## src/rtl/prn_head_shifter_if.sv

```systemverilog
// Print-data buffer read port, printhead serial lines and line request/status.
// master = the head shifter, slave = the buffer and controller around it.
interface prn_head_shifter_if #(
   parameter int ADDR_W = 10
);
   logic              start;
   logic [15:0]       stb_width;
   logic              rden;
   logic [ADDR_W-1:0] rdaddress;
   logic [3:0]        PrnData;
   logic [3:0]        head_dat;
   logic              head_sclk;
   logic              head_lat_n;
   logic              head_stb;
   logic              busy;
   logic              done;

   modport master (
      input  start, stb_width, PrnData,
      output rden, rdaddress, head_dat, head_sclk, head_lat_n, head_stb, busy, done
   );

   modport slave (
      output start, stb_width, PrnData,
      input  rden, rdaddress, head_dat, head_sclk, head_lat_n, head_stb, busy, done
   );
endinterface

```

## src/rtl/prn_head_shifter.sv

```systemverilog
// Scans DOTS buffer words onto 4 head data lines, then latch + strobe + done (PRN_REVERSE_EN: scan DOTS-1..0).
// Line takes DOTS*(2+2*CLK_DIV)+LATCH_CYC+stb_width cycles; no backpressure, start ignored unless IDLE.
module prn_head_shifter #(
   parameter int DOTS      = 100,
   parameter int ADDR_W    = 10,
   parameter int CLK_DIV   = 4,
   parameter int LATCH_CYC = 4
) (
   input  logic                 clk,
   input  logic                 rstn,
   prn_head_shifter_if.master   bus
);

   typedef enum logic [2:0] {IDLE, FETCH, WAIT, SLO, SHI, LATCH, STROBE, DONE} state_t;

   localparam int PH_MAX = (CLK_DIV > LATCH_CYC) ? CLK_DIV : LATCH_CYC;
   localparam int PH_W   = $clog2(PH_MAX + 1);

`ifdef PRN_REVERSE_EN
   localparam logic [ADDR_W-1:0] IDX_FIRST = ADDR_W'(DOTS - 1);
   localparam logic [ADDR_W-1:0] IDX_LAST  = '0;
`else
   localparam logic [ADDR_W-1:0] IDX_FIRST = '0;
   localparam logic [ADDR_W-1:0] IDX_LAST  = ADDR_W'(DOTS - 1);
`endif

   state_t            state;
   logic [ADDR_W-1:0] dot_idx;
   logic [ADDR_W-1:0] idx_next;
   logic [PH_W-1:0]   ph_cnt;
   logic [15:0]       stb_cnt;

`ifdef PRN_REVERSE_EN
   assign idx_next = dot_idx - ADDR_W'(1);
`else
   assign idx_next = dot_idx + ADDR_W'(1);
`endif

   // stb_cnt holds the latched strobe width until STROBE counts it down.
   always_ff @(posedge clk or negedge rstn) begin
      if (!rstn) begin
         state          <= IDLE;
         dot_idx        <= '0;
         ph_cnt         <= '0;
         stb_cnt        <= '0;
         bus.rden       <= 1'b0;
         bus.rdaddress  <= '0;
         bus.head_dat   <= 4'h0;
         bus.head_sclk  <= 1'b0;
         bus.head_lat_n <= 1'b1;
         bus.head_stb   <= 1'b0;
         bus.busy       <= 1'b0;
         bus.done       <= 1'b0;
      end else begin
         case (state)
            IDLE: begin
               if (bus.start) begin
                  stb_cnt       <= bus.stb_width;
                  dot_idx       <= IDX_FIRST;
                  bus.rdaddress <= IDX_FIRST;
                  bus.rden      <= 1'b1;
                  bus.busy      <= 1'b1;
                  state         <= FETCH;
               end
            end
            FETCH: begin
               bus.rden <= 1'b0;
               state    <= WAIT;
            end
            WAIT: begin
               bus.head_dat <= bus.PrnData;
               ph_cnt       <= PH_W'(CLK_DIV);
               state        <= SLO;
            end
            SLO: begin
               if (ph_cnt == PH_W'(1)) begin
                  ph_cnt        <= PH_W'(CLK_DIV);
                  bus.head_sclk <= 1'b1;
                  state         <= SHI;
               end else begin
                  ph_cnt <= ph_cnt - PH_W'(1);
               end
            end
            SHI: begin
               if (ph_cnt == PH_W'(1)) begin
                  bus.head_sclk <= 1'b0;
                  if (dot_idx == IDX_LAST) begin
                     bus.head_lat_n <= 1'b0;
                     ph_cnt         <= PH_W'(LATCH_CYC);
                     state          <= LATCH;
                  end else begin
                     dot_idx       <= idx_next;
                     bus.rdaddress <= idx_next;
                     bus.rden      <= 1'b1;
                     state         <= FETCH;
                  end
               end else begin
                  ph_cnt <= ph_cnt - PH_W'(1);
               end
            end
            LATCH: begin
               if (ph_cnt == PH_W'(1)) begin
                  bus.head_lat_n <= 1'b1;
                  if (stb_cnt == 16'd0) begin
                     bus.done <= 1'b1;
                     bus.busy <= 1'b0;
                     state    <= DONE;
                  end else begin
                     bus.head_stb <= 1'b1;
                     state        <= STROBE;
                  end
               end else begin
                  ph_cnt <= ph_cnt - PH_W'(1);
               end
            end
            STROBE: begin
               if (stb_cnt == 16'd1) begin
                  bus.head_stb <= 1'b0;
                  bus.done     <= 1'b1;
                  bus.busy     <= 1'b0;
                  state        <= DONE;
               end else begin
                  stb_cnt <= stb_cnt - 16'd1;
               end
            end
            DONE: begin
               bus.done <= 1'b0;
               state    <= IDLE;
            end
            default: state <= IDLE;
         endcase
      end
   end

endmodule

```

## src/flat_wrapper.sv

```systemverilog
// flat-port wrapper written by rule: the top's interface ports become plain ports
module prn_head_shifter_flat 
#(
   parameter int DOTS      = 100,
   parameter int ADDR_W    = 10,
   parameter int CLK_DIV   = 4,
   parameter int LATCH_CYC = 4
)
  (clk, rstn, bus_start, bus_stb_width, bus_PrnData, bus_rden, bus_rdaddress, bus_head_dat, bus_head_sclk, bus_head_lat_n, bus_head_stb, bus_busy, bus_done);
  prn_head_shifter_if #(.ADDR_W(ADDR_W)) bus_i ();
  input  logic clk;
  input  logic rstn;
  input wire logic [$bits(bus_i.start)-1:0] bus_start;
  input wire logic [$bits(bus_i.stb_width)-1:0] bus_stb_width;
  input wire logic [$bits(bus_i.PrnData)-1:0] bus_PrnData;
  output wire logic [$bits(bus_i.rden)-1:0] bus_rden;
  output wire logic [$bits(bus_i.rdaddress)-1:0] bus_rdaddress;
  output wire logic [$bits(bus_i.head_dat)-1:0] bus_head_dat;
  output wire logic [$bits(bus_i.head_sclk)-1:0] bus_head_sclk;
  output wire logic [$bits(bus_i.head_lat_n)-1:0] bus_head_lat_n;
  output wire logic [$bits(bus_i.head_stb)-1:0] bus_head_stb;
  output wire logic [$bits(bus_i.busy)-1:0] bus_busy;
  output wire logic [$bits(bus_i.done)-1:0] bus_done;
  assign bus_i.start = bus_start;
  assign bus_i.stb_width = bus_stb_width;
  assign bus_i.PrnData = bus_PrnData;
  assign bus_rden = bus_i.rden;
  assign bus_rdaddress = bus_i.rdaddress;
  assign bus_head_dat = bus_i.head_dat;
  assign bus_head_sclk = bus_i.head_sclk;
  assign bus_head_lat_n = bus_i.head_lat_n;
  assign bus_head_stb = bus_i.head_stb;
  assign bus_busy = bus_i.busy;
  assign bus_done = bus_i.done;
  prn_head_shifter #(.DOTS(DOTS), .ADDR_W(ADDR_W), .CLK_DIV(CLK_DIV), .LATCH_CYC(LATCH_CYC)) u_core (.clk(clk), .rstn(rstn), .bus(bus_i));
endmodule
```

## config.mk

```make
export PLATFORM = sky130hd
export DESIGN_NAME = prn_head_shifter_flat
export DESIGN_NICKNAME = d
export VERILOG_FILES = /design/src/rtl/prn_head_shifter_if.sv /design/src/rtl/prn_head_shifter.sv /design/src/flat_wrapper.sv
export SDC_FILE = /design/constraint.sdc
export NUM_CORES = 1
export LEC_CHECK = 0
export BUFFER_PORTS_ARGS = -buffer_cell sky130_fd_sc_hd__buf_2
export CAP_MARGIN = 10
export CORE_MARGIN = 10
export CORE_UTILIZATION = 35
export CTS_CLUSTER_DIAMETER = 60
export CTS_CLUSTER_SIZE = 16
export DETAILED_ROUTE_END_ITERATION = 16
export PLACE_DENSITY = 0.66
export SLEW_MARGIN = 20
export SYNTH_ARGS = -nofsm -noshare
export SYNTH_HDL_FRONTEND = slang
export SYNTH_SLANG_ARGS = --single-unit
```

## constraint.sdc

```tcl
create_clock -name clk -period 2.3 [get_ports clk]
set_clock_uncertainty 0.15 [all_clocks]
set_input_delay 0.575 -clock clk [delete_from_list [all_inputs] [get_ports clk]]
set_output_delay 0.575 -clock clk [all_outputs]
set_load 0.01 [all_outputs]
```

# == After elaboration in Yosys (flattened, before gate mapping) ==
# Index checks and enable logic that the tools add are counted.
# word_totals
register_bits,42
elab_cells,98
in_bits,23
output_inout_bits,20
# classes
n_reduce_logical,21
eq_ne,22
addsub,3
mux,41
# ops
operator,n
$mux 16,2
$pmux 16 s2,1
$mux 10,3
$mux 3,10
$pmux 3 s8,1
$pmux 10 s2,1
$reduce_and 4->1,5
$eq 16x1->1 const B,1
$logic_not 16->1,1
$mux 1,16
$sub 16x1->16 const B,1
$eq 3x3->1 const B,4
$ne 2x1->1 const B,6
$pmux 3 s4,1
$add 10x1->10 const B,1
$eq 10x7->1 const B,1
$ne 2x2->1 const B,5
$reduce_and 5->1,2
$reduce_bool 2->1,5
$pmux 1 s3,3
$reduce_and 3->1,3
$reduce_bool 3->1,3
$eq 3x1->1 const B,2
$eq 3x2->1 const B,2
5 further kinds,7

# == Longest topological paths before layout ==
# Gate-level depths: netlist of the first run.
# logic_depth
depth_word,4
mapped_depth,9
depth_no_buf,7

# == Worst setup path after synthesis of the first run ==
# No wires, ideal clock.
# synth_path
kind,register -> register
from,register u_core.state[1]
to,register u_core.state[0]
setup_time_ns,0.104
arrival_ns,1.930
stages_incl_launch_ff,10
path_slack_ns,0.116
required_ns,2.046
n_path_buf,2
period_less_slack_ns,2.184
cell_sequence,dfrtp_1 buf_2 buf_2 inv_1 ha_1 nor3_1 inv_1 o311a_1 o21a_1 a221oi_1
# synth_between
elab_chain_len,3
word_cells_on_any_way,15
cone_classes,eq/ne (12); mux (1); reduce/logical (2)
# synth_lines
item,line_no,source
"start, declared",prn_head_shifter.sv:27,state_t state;
"start signal, assigned",prn_head_shifter.sv:42,state <= IDLE;
"start signal, assigned",prn_head_shifter.sv:63,state <= FETCH;
"start signal, assigned",prn_head_shifter.sv:68,state <= WAIT;
"$eq 3x2->1, or another cell as far along",prn_head_shifter.sv:55,case (state)
$ne 2x1->1 (no line) or $ne 2x2->1 (tied branches),-,
$reduce_and 5->1 (no line),-,
# Several ways; a longest one is shown, not always the timed one.
# A chain may end at the register's enable or synchronous reset.

# == Worst setup path in the final report of the first run ==
# layout_path
from,register u_core.stb_cnt[3]
to,register u_core.stb_cnt[15]
# layout_between
elab_chain_len,3
word_cells_on_any_way,6
cone_classes,add/sub (1); eq/ne (2); mux (2); reduce/logical (1)
# layout_lines
item,line_no,source
"start, declared",prn_head_shifter.sv:31,logic [15:0] stb_cnt;
"start signal, assigned",prn_head_shifter.sv:58,stb_cnt <= bus.stb_width;
"start signal, assigned",prn_head_shifter.sv:123,stb_cnt <= stb_cnt - 16'd1;
$sub 16x1->16 or $eq 16x1->1 (tied branches),"prn_head_shifter.sv:123, prn_head_shifter.sv:117",
$mux 16 or $ne 2x2->1 (tied branches),-,
$pmux 16 s2 or $reduce_and 3->1 (tied branches),-,
# Several ways; a longest one is shown, not always the timed one. The select of a mux whose other input is x is not followed.

==> metrics.cfg, run 1 <==
[grt]
grt_pass1_wl_um = 11270
gr-usage-all-layers_pct = 11.64
antenna_found_initial = 0
gr-total-overflow = 0
grt_pass1_vias = 2424
grt_max_degree = 23

[synth]
synth_seq_area_share_pct = 39.86
netlist_instances = 295
syn_area_per_cell_um2 = 8.949
synth-main-ff-cell = dfrtp_1
netlist_area_um2 = 2640
syn_nets = 328
synth_cell_types = 65
synth_edf_count = 0
async_flop_share_pct = 100.0
synth_warnings = 0
ys_ff_latch = 42

[clock_tree]
clk_latency_ns = 0.30
h-tree-depth = 2
cts-root-buf = clkbuf_8
cts_tree = built
cts_sinks = 42
cts_buffer_depth = 2
ctsHoldBuffers = 0
cts_buffers = 5
path_clk_slew_ns = 0.09

[setup_path]
slowest_delay_ns = 0.67
startpoint_type = flip-flop
r2r_cells = 5
path_max_fanout = 6
worstPathCellList = or4_1 > nor3_4 > and3_2 > a31oi_1 > o22a_1
path_buf_inv = 0
crit_path_end_kind = flip-flop
worst_ep_arrival_time_ns = 2.17
worstPathRequired_ns = 2.33
cp.depth = 5
cp_top_family = simple AND/OR/NAND/NOR gates
crit_type = flip-flop to flip-flop
crit_slowest_cell = or4_1

[layout]
drive_gt1_share_pct = 25.29
antenna_cells = 0
syn_to_final_growth_pct = 20.19
nets = 380

[die]
die_area_um2 = 11420
pin_count = 43
die_w_um = 106.9
rows = 31
die_y_um = 106.9
start_util_pct = 36.20
core_um2 = 7292

[placement]
hpwlAfterDp_um = 5114
port_buffers = 42
gp_congestion = 0.8443

[drt]
first_iter_violations = 117
routed_wl_um = 6700
drc = 0
final_antenna_net_count = 0
drt_first_pass_iters = 4
wl_per_cell_um = 14.99
viasPerCell = 5.430
dr_total_vias = 2427

[min_path]
worstHoldPathType = input port to asynchronous set/reset pin

[sta]
slew-limit-headroom_pct = 59.23
setup_viol = 0
report.final.slew_viol_count = 0
clock.fmax_ghz = 0.4684
rsz0062_at_grt = no
period_needed_ns = 2.135
period_share_pct = 92.83
hold_violations = 0
final.setup.tns_ns = 0
worstMarginPinSlew_ns = 0.6115

[power_and_ir_drop]
finalPower_mw = 1.416
peakVddDrop_v = 0.0002263
p_leak_nw = 1.455
p_per_area_nw_per_um2 = 446.4

[flow_run]
drv_cap = 0

[run_status]
status = finished clean

## registers in the layout, summed over array words and instances (netlist names)
name and count:
u_core.bus.busy 1, u_core.bus.done 1, u_core.bus.head_dat 4, u_core.bus.head_lat_n 1, u_core.bus.head_sclk 1, u_core.bus.head_stb 1
u_core.bus.rden 1, u_core.dot_idx 10, u_core.ph_cnt 3, u_core.state 3, u_core.stb_cnt 16
## synthesized netlist by cell type (4+ instances only)
cell,count,area share [%]
nand4_1,5,1.2
o21ai_0,13,2.5
nor2_1,42,6.0
mux2_2,6,2.6
xor2_1,9,3.0
inv_1,10,1.4
ha_1,10,4.7
nor3_1,4,0.76
xnor2_1,4,1.3
and3_1,6,1.4
o22ai_1,8,1.9
a21oi_1,14,2.7
buf_2,8,1.5
nor3b_1,4,1.1
dfrtp_1,41,39
nand2_1,26,3.7
clkbuf_1,6,0.85
a31oi_1,8,1.9
nand3_1,9,1.7
## worst paths after layout
check                                        from            endpoint  slack, ns
max in group asynchronous                    rstn  u_core.stb_cnt[13]       1.40
min in group clk                 bus_stb_width[2]   u_core.stb_cnt[2]       0.35
worst max register to register  u_core.stb_cnt[3]  u_core.stb_cnt[15]       0.16
worst min register to register   u_core.ph_cnt[1]    u_core.ph_cnt[1]       0.36
worst max-delay path            u_core.stb_cnt[3]  u_core.stb_cnt[15]       0.16
worst min-delay path                         rstn   u_core.stb_cnt[6]       0.09
## placed cells by master (no fill, tap or decap), types with 6 or more instances in the layout
master / netlist / layout
o21ai_0: 13 / 13
o22ai_1: 8 / 8
and3_1: 6 / 6
dfrtp_1: 41 / 41
ha_1: 10 / 10
a31oi_1: 8 / 8
buf_2: 8 / 42
nand3_1: 9 / 9
nor2_1: 42 / 42
buf_4: 1 / 18
a21oi_1: 14 / 14
xor2_1: 9 / 9
mux2_2: 6 / 6
inv_1: 10 / 10
nand2_1: 26 / 26
## report_power, final
part	internal (mW)	total, mW	switching (mW)
Combinational	0.0346	0.0742	0.0396
Sequential	0.746	0.755	0.00859
Clock	0.323	0.587	0.264
## through the flow
step | utilization [%] | setup slack (ns) | hold WS [ns] | instance area [µm²] | cells
6_report | 43.51 | 0.1649 | 0.09333 | 3173 | 447
2_1_floorplan | - | 0.1158 | 0.1294 | 2640 | 295
5_1_grt | 43.51 | 0.003469 | 0.1292 | 3173 | 447
3_3_place_gp | 41.70 | 0.1841 | 0.3403 | 3040 | 438
4_1_cts | 43.26 | 0.1680 | 0.1023 | 3154 | 446
3_5_place_dp | 41.70 | 0.1295 | 0.3432 | 3040 | 438
## worst reg2reg max path, stage by stage (launching register included)
cell	delay, ns
dfrtp_1	0.45
or4_1	0.67
nor3_4	0.26
and3_2	0.24
a31oi_1	0.08
o22a_1	0.18
## logic make-up after synthesis
| family | synth area share, % |
|---|---|
| AND/OR/NAND/NOR | 23.84 |
| AO/OA/AOI/OAI | 19.81 |
| flip-flops | 39.86 |
| buffers and inverters | 4.503 |
| XOR/XNOR | 4.313 |
| adder cells (fa/ha/maj) | 4.739 |
| multiplexers | 2.938 |
## metal layers
metal	vias to the layer above	routed length, µm	track usage, %
li1	1172	-	-
met1	1174	3098	14.38
met2	71	3154	19.32
met3	10	350	2.814
met4	0	97	4.062
met5	-	0	0
## cell type report
| cell class | count | area (µm²) |
|---|---|---|
| flip-flops and latches | 42 | 1052 |
| inverters | 10 | 37.54 |
| clock buffers | 5 | 68.82 |
| fillers | 723 | 4119 |
| multi-input cells | 227 | 1480 |
| repair buffers | 61 | 365.4 |
| well taps | 99 | 123.9 |
| clock inverters | 3 | 45.04 |
## timing repair
action,4_1_cts,5_1_grt
buffers inserted,0,1
gates resized for setup,0,2
endpoints found under the setup margin,0,2
(Power assumes the default switching activity.)
==> inputs of run 2 (changes only) <==
- CELL_PAD_IN_SITES_DETAIL_PLACEMENT: unset -> 1
- CELL_PAD_IN_SITES_GLOBAL_PLACEMENT: unset -> 1
- PLACE_DENSITY: 0.66 -> 0.8
==> metrics.cfg, run 2 (synthesized netlist as in run 1, its figures left out) <==
[setup_path]
crit_path_end_kind = flip-flop
worstPathCellList = or4_1 > nor3_4 > and3_2 > a31oi_1 > o22a_1
crit_slowest_cell = or4_1
cp_top_family = simple AND/OR/NAND/NOR gates
path_buf_inv = 0
worstPathRequired_ns = 2.33
startpoint_type = flip-flop
path_max_fanout = 6
crit_type = flip-flop to flip-flop
worst_ep_arrival_time_ns = 2.19
slowest_delay_ns = 0.68

[flow_run]
drv_cap = 0

[drt]
final_antenna_net_count = 0
first_iter_violations = 103
wl_per_cell_um = 16.95
routed_wl_um = 7611
drc = 0
dr_total_vias = 2447
viasPerCell = 5.450
drt_first_pass_iters = 4

[die]
pin_count = 43
die_y_um = 106.9
start_util_pct = 36.20
rows = 31
core_um2 = 7292
die_area_um2 = 11420
die_w_um = 106.9

[sta]
final.setup.tns_ns = 0
period_needed_ns = 2.164
clock.fmax_ghz = 0.4622
period_share_pct = 94.07
slew-limit-headroom_pct = 64.96
worstMarginPinSlew_ns = 0.5256
rsz0062_at_grt = no
setup_viol = 0
hold_violations = 0
report.final.slew_viol_count = 0

[placement]
port_buffers = 42
numPlacedInstances = 441
gp_congestion = 0.8321
dpl_cell_area_um2 = 3063
hpwlAfterDp_um = 5909

[grt]
gr-total-overflow = 0
grt_pass1_wl_um = 12870
grt_pass1_vias = 2637
gr-usage-all-layers_pct = 13.51
antenna_found_initial = 0
grt_max_degree = 25

[layout]
final-instance-count-excl-fill = 449
nets = 382
drive_gt1_share_pct = 25.43
syn_to_final_growth_pct = 20.28
n_fill_cell = 908
antenna_cells = 0
largest_register = u_core.stb_cnt
fin_area_um2 = 3176
largest_reg_flops = 16
reg_top3 = u_core.stb_cnt (16), u_core.dot_idx (10), u_core.bus.head_dat (4)
final_cell_mix = 42 x nor2_1, 42 x buf_2, 41 x dfrtp_1, 26 x nand2_1, 20 x buf_4

[clock_tree]
h-tree-depth = 2
cts_setup_buffers = 0
cts_sinks = 42
path_clk_slew_ns = 0.09
cts_tree = built
cts_buffer_depth = 2
cts-root-buf = clkbuf_8
cts_buffers = 5
clk_latency_ns = 0.29

[power_and_ir_drop]
p_leak_nw = 1.464
peakVddDrop_v = 0.0001866
p_per_area_nw_per_um2 = 421.6

[min_path]
worstHoldPathType = input port to asynchronous set/reset pin

[run_status]
status = finished clean

run 2: timing repair:
item / CTS / global route
hold buffers: 0 / 0
resized for setup: 0 / 3
endpoints found under the setup margin: 0 / 8
run 2: per-layer routing:
| layer | share of wire (%) | up-vias | GRT usage [%] |
|---|---|---|---|
| met5 | 0 | - | 0 |
| met4 | 1.3 | 0 | 4.159 |
| met3 | 4.2 | 6 | 2.695 |
| met2 | 50 | 33 | 23.71 |
| met1 | 45 | 1219 | 16.19 |
| li1 | - | 1189 | - |
run 2: final cells by class:
type / count / area (µm²) / area share [%]
clock inverter: 1 / 5.005 / 0.1576
multi-input combinational: 227 / 1490 / 46.93
inverter: 10 / 37.54 / 1.182
timing repair buffer: 63 / 380.4 / 11.98
tap: 99 / 123.9 / 3.901
clock buffer: 7 / 86.33 / 2.719
sequential: 42 / 1052 / 33.14
run 2: power breakdown:
| part | leakage (nW) | switching (mW) | internal, mW | total (mW) |
|---|---|---|---|---|
| registers | 0.524 | 0.00831 | 0.746 | 0.755 |
| logic | 0.893 | 0.0428 | 0.0357 | 0.0785 |
| clock network | 0.0482 | 0.263 | 0.243 | 0.506 |
| total | 1.46 | 0.314 | 1.02 | 1.34 |
run 2: worst register-to-register path: cells and delay by family, from the launching register on:
kind | cells | cell delay [ns]
compound gates | 2 | 0.28
flops | 1 | 0.46
simple gates | 3 | 1.18
run 2: metrics by stage:
stage          setup WS, ns  util (%)  hold slack (ns)  total power [mW]
6_report             0.1364     43.55          0.09793             1.339
5_1_grt            0.009353     43.55           0.1313             1.409
4_1_cts              0.1279     43.26           0.1123             1.358
3_5_place_dp         0.1089     42.00           0.3445            0.8495
3_3_place_gp         0.1746     42.00           0.3357            0.8454
2_1_floorplan        0.1158         -           0.1294            0.7929
run 2: final timing paths:
kind | slack, ns | endpoint | from | depth (start not counted)
worst max-delay path | 0.14 | u_core.stb_cnt[15] | u_core.stb_cnt[3] | 5
worst min-delay path | 0.1 | u_core.stb_cnt[7] | rstn | 1
worst max register to register | 0.14 | u_core.stb_cnt[15] | u_core.stb_cnt[3] | 5
worst min register to register | 0.36 | u_core.ph_cnt[1] | u_core.ph_cnt[1] | 1
max in group asynchronous | 1.30 | u_core.bus.head_lat_n | rstn | 2
min in group clk | 0.36 | u_core.bus.head_dat[1] | bus_PrnData[1] | 2
==> inputs of run 3 (changes only) <==
--- a/constraint.sdc
+++ b/constraint.sdc
@@ -3,3 +3,3 @@
 set_input_delay 0.575 -clock clk [delete_from_list [all_inputs] [get_ports clk]]
 set_output_delay 0.575 -clock clk [all_outputs]
-set_load 0.01 [all_outputs]
+set_load 0.05 [all_outputs]
==> metrics.cfg, run 3 (synthesized netlist as in run 1, its figures left out) <==
[drt]
final_antenna_net_count = 0
drc = 0
drt_first_pass_iters = 4
dr_total_vias = 2450
wl_per_cell_um = 17.65
routed_wl_um = 7873
viasPerCell = 5.493
first_iter_violations = 127

[flow_run]
drv_cap = 0

[grt]
antenna_found_initial = 0
gr-total-overflow = 0
grt_max_degree = 25
grt_pass1_vias = 2567
grt_pass1_wl_um = 13050
gr-usage-all-layers_pct = 13.84

[setup_path]
worstPathCellList = or4_1 > nor3_4 > and3_2 > a31oi_1 > o22a_1
crit_type = flip-flop to flip-flop
slowest_delay_ns = 0.68
worst_ep_arrival_time_ns = 2.23
worstPathRequired_ns = 2.34
path_max_fanout = 6
startpoint_type = flip-flop
cp_top_family = simple AND/OR/NAND/NOR gates
path_buf_inv = 0
crit_slowest_cell = or4_1
crit_path_end_kind = flip-flop

[run_status]
status = finished clean

[die]
start_util_pct = 36.20
core_um2 = 7292
die_w_um = 106.9
pin_count = 43
die_area_um2 = 11420
die_y_um = 106.9
rows = 31

[clock_tree]
cts_resized = 0
cts_setup_buffers = 0
path_clk_slew_ns = 0.08
h-tree-depth = 2
cts-root-buf = clkbuf_8
cts_tree = built
clk_latency_ns = 0.30
cts_buffers = 5
cts_buffer_depth = 2
ctsHoldBuffers = 0
cts_sinks = 42

[sta]
worstMarginPinSlew_ns = 0.5054
rsz0062_at_grt = no
clock.fmax_ghz = 0.4570
period_needed_ns = 2.188
slew-limit-headroom_pct = 66.08
hold_violations = 0
report.final.slew_viol_count = 0
final.setup.tns_ns = 0
period_share_pct = 95.14
setup_viol = 0
whs_ns = 0.07075

[placement]
port_buffers = 42
hpwlAfterDp_um = 6026
gp_congestion = 0.8377

[power_and_ir_drop]
p_per_area_nw_per_um2 = 428.1
peakVddDrop_v = 0.0002183
p_leak_nw = 1.452

[layout]
n_fill_cell = 910
reg_top3 = u_core.stb_cnt (16), u_core.dot_idx (10), u_core.bus.head_dat (4)
final_cell_mix = 42 x nor2_1, 42 x buf_2, 38 x dfrtp_1, 26 x nand2_1, 17 x buf_4
drive_gt1_share_pct = 25.65
largest_register = u_core.stb_cnt
syn_to_final_growth_pct = 20.05
antenna_cells = 0
nets = 379
largest_reg_flops = 16

[min_path]
worstHoldPathType = input port to asynchronous set/reset pin

[run 3: cell types whose count changed in the layout (fill, tap and decap cells not counted), sizes merged]
cell    previous run  this run
clkbuf             7         8
buf               63        60
clkinv             1         0
[run 3: metrics by stage]
step	util, %	std cells	setup WS (ns)	cell area (µm²)	total power, mW
after global routing	43.46	446	0.02286	3169	1.415
after floorplan	-	295	0.1158	2643	0.8095
final	43.46	446	0.1119	3169	1.357
after global placement	41.73	438	0.1800	3043	0.8602
after CTS	42.96	446	0.1126	3133	1.373
after detailed placement	41.73	438	0.1362	3043	0.8656
[run 3: worst paths after layout]
path                                                to                    from  cells past startpoint  slack [ns]
worst min register to register  u_core.bus.head_dat[0]  u_core.bus.head_dat[0]                      1        0.36
max in group asynchronous        u_core.bus.head_lat_n                    rstn                      2        1.37
worst max register to register      u_core.stb_cnt[15]       u_core.stb_cnt[3]                      5        0.11
worst min-delay path                 u_core.stb_cnt[7]                    rstn                      1        0.07
min in group clk                u_core.bus.head_dat[3]          bus_PrnData[3]                      2        0.35
worst max-delay path                u_core.stb_cnt[15]       u_core.stb_cnt[3]                      5        0.11
[run 3: metal layers]
metal  share of wire (%)  wire length, µm  global-route usage (%)
met1                  44             3482                   17.39
met2                  49             3866                   22.74
met3                 5.0              396                   3.293
met4                 1.6              127                   4.642
met5                   0                0                       0
[run 3: area by class of cell]
cell class	count	area (µm²)	area share, %
multi-input combinational	227	1504	47.45
sequential	42	1056	33.32
tap	99	123.9	3.908
clock buffer	8	90.09	2.842
timing repair buffer	60	357.8	11.29
inverter	10	37.54	1.184
[run 3: worst register-to-register path: cells and delay by family, from the launching register on]
kind / cells / cell delay [ns]
AOI/OAI and AO/OA: 2 / 0.27
DFF: 1 / 0.47
and+or+nand+nor: 3 / 1.19
[run 3: power by group]
part	internal, mW	total, mW	switching, mW
logic	0.0353	0.0954	0.0601
clock network	0.245	0.506	0.260
registers	0.746	0.756	0.00942
total	1.03	1.36	0.330
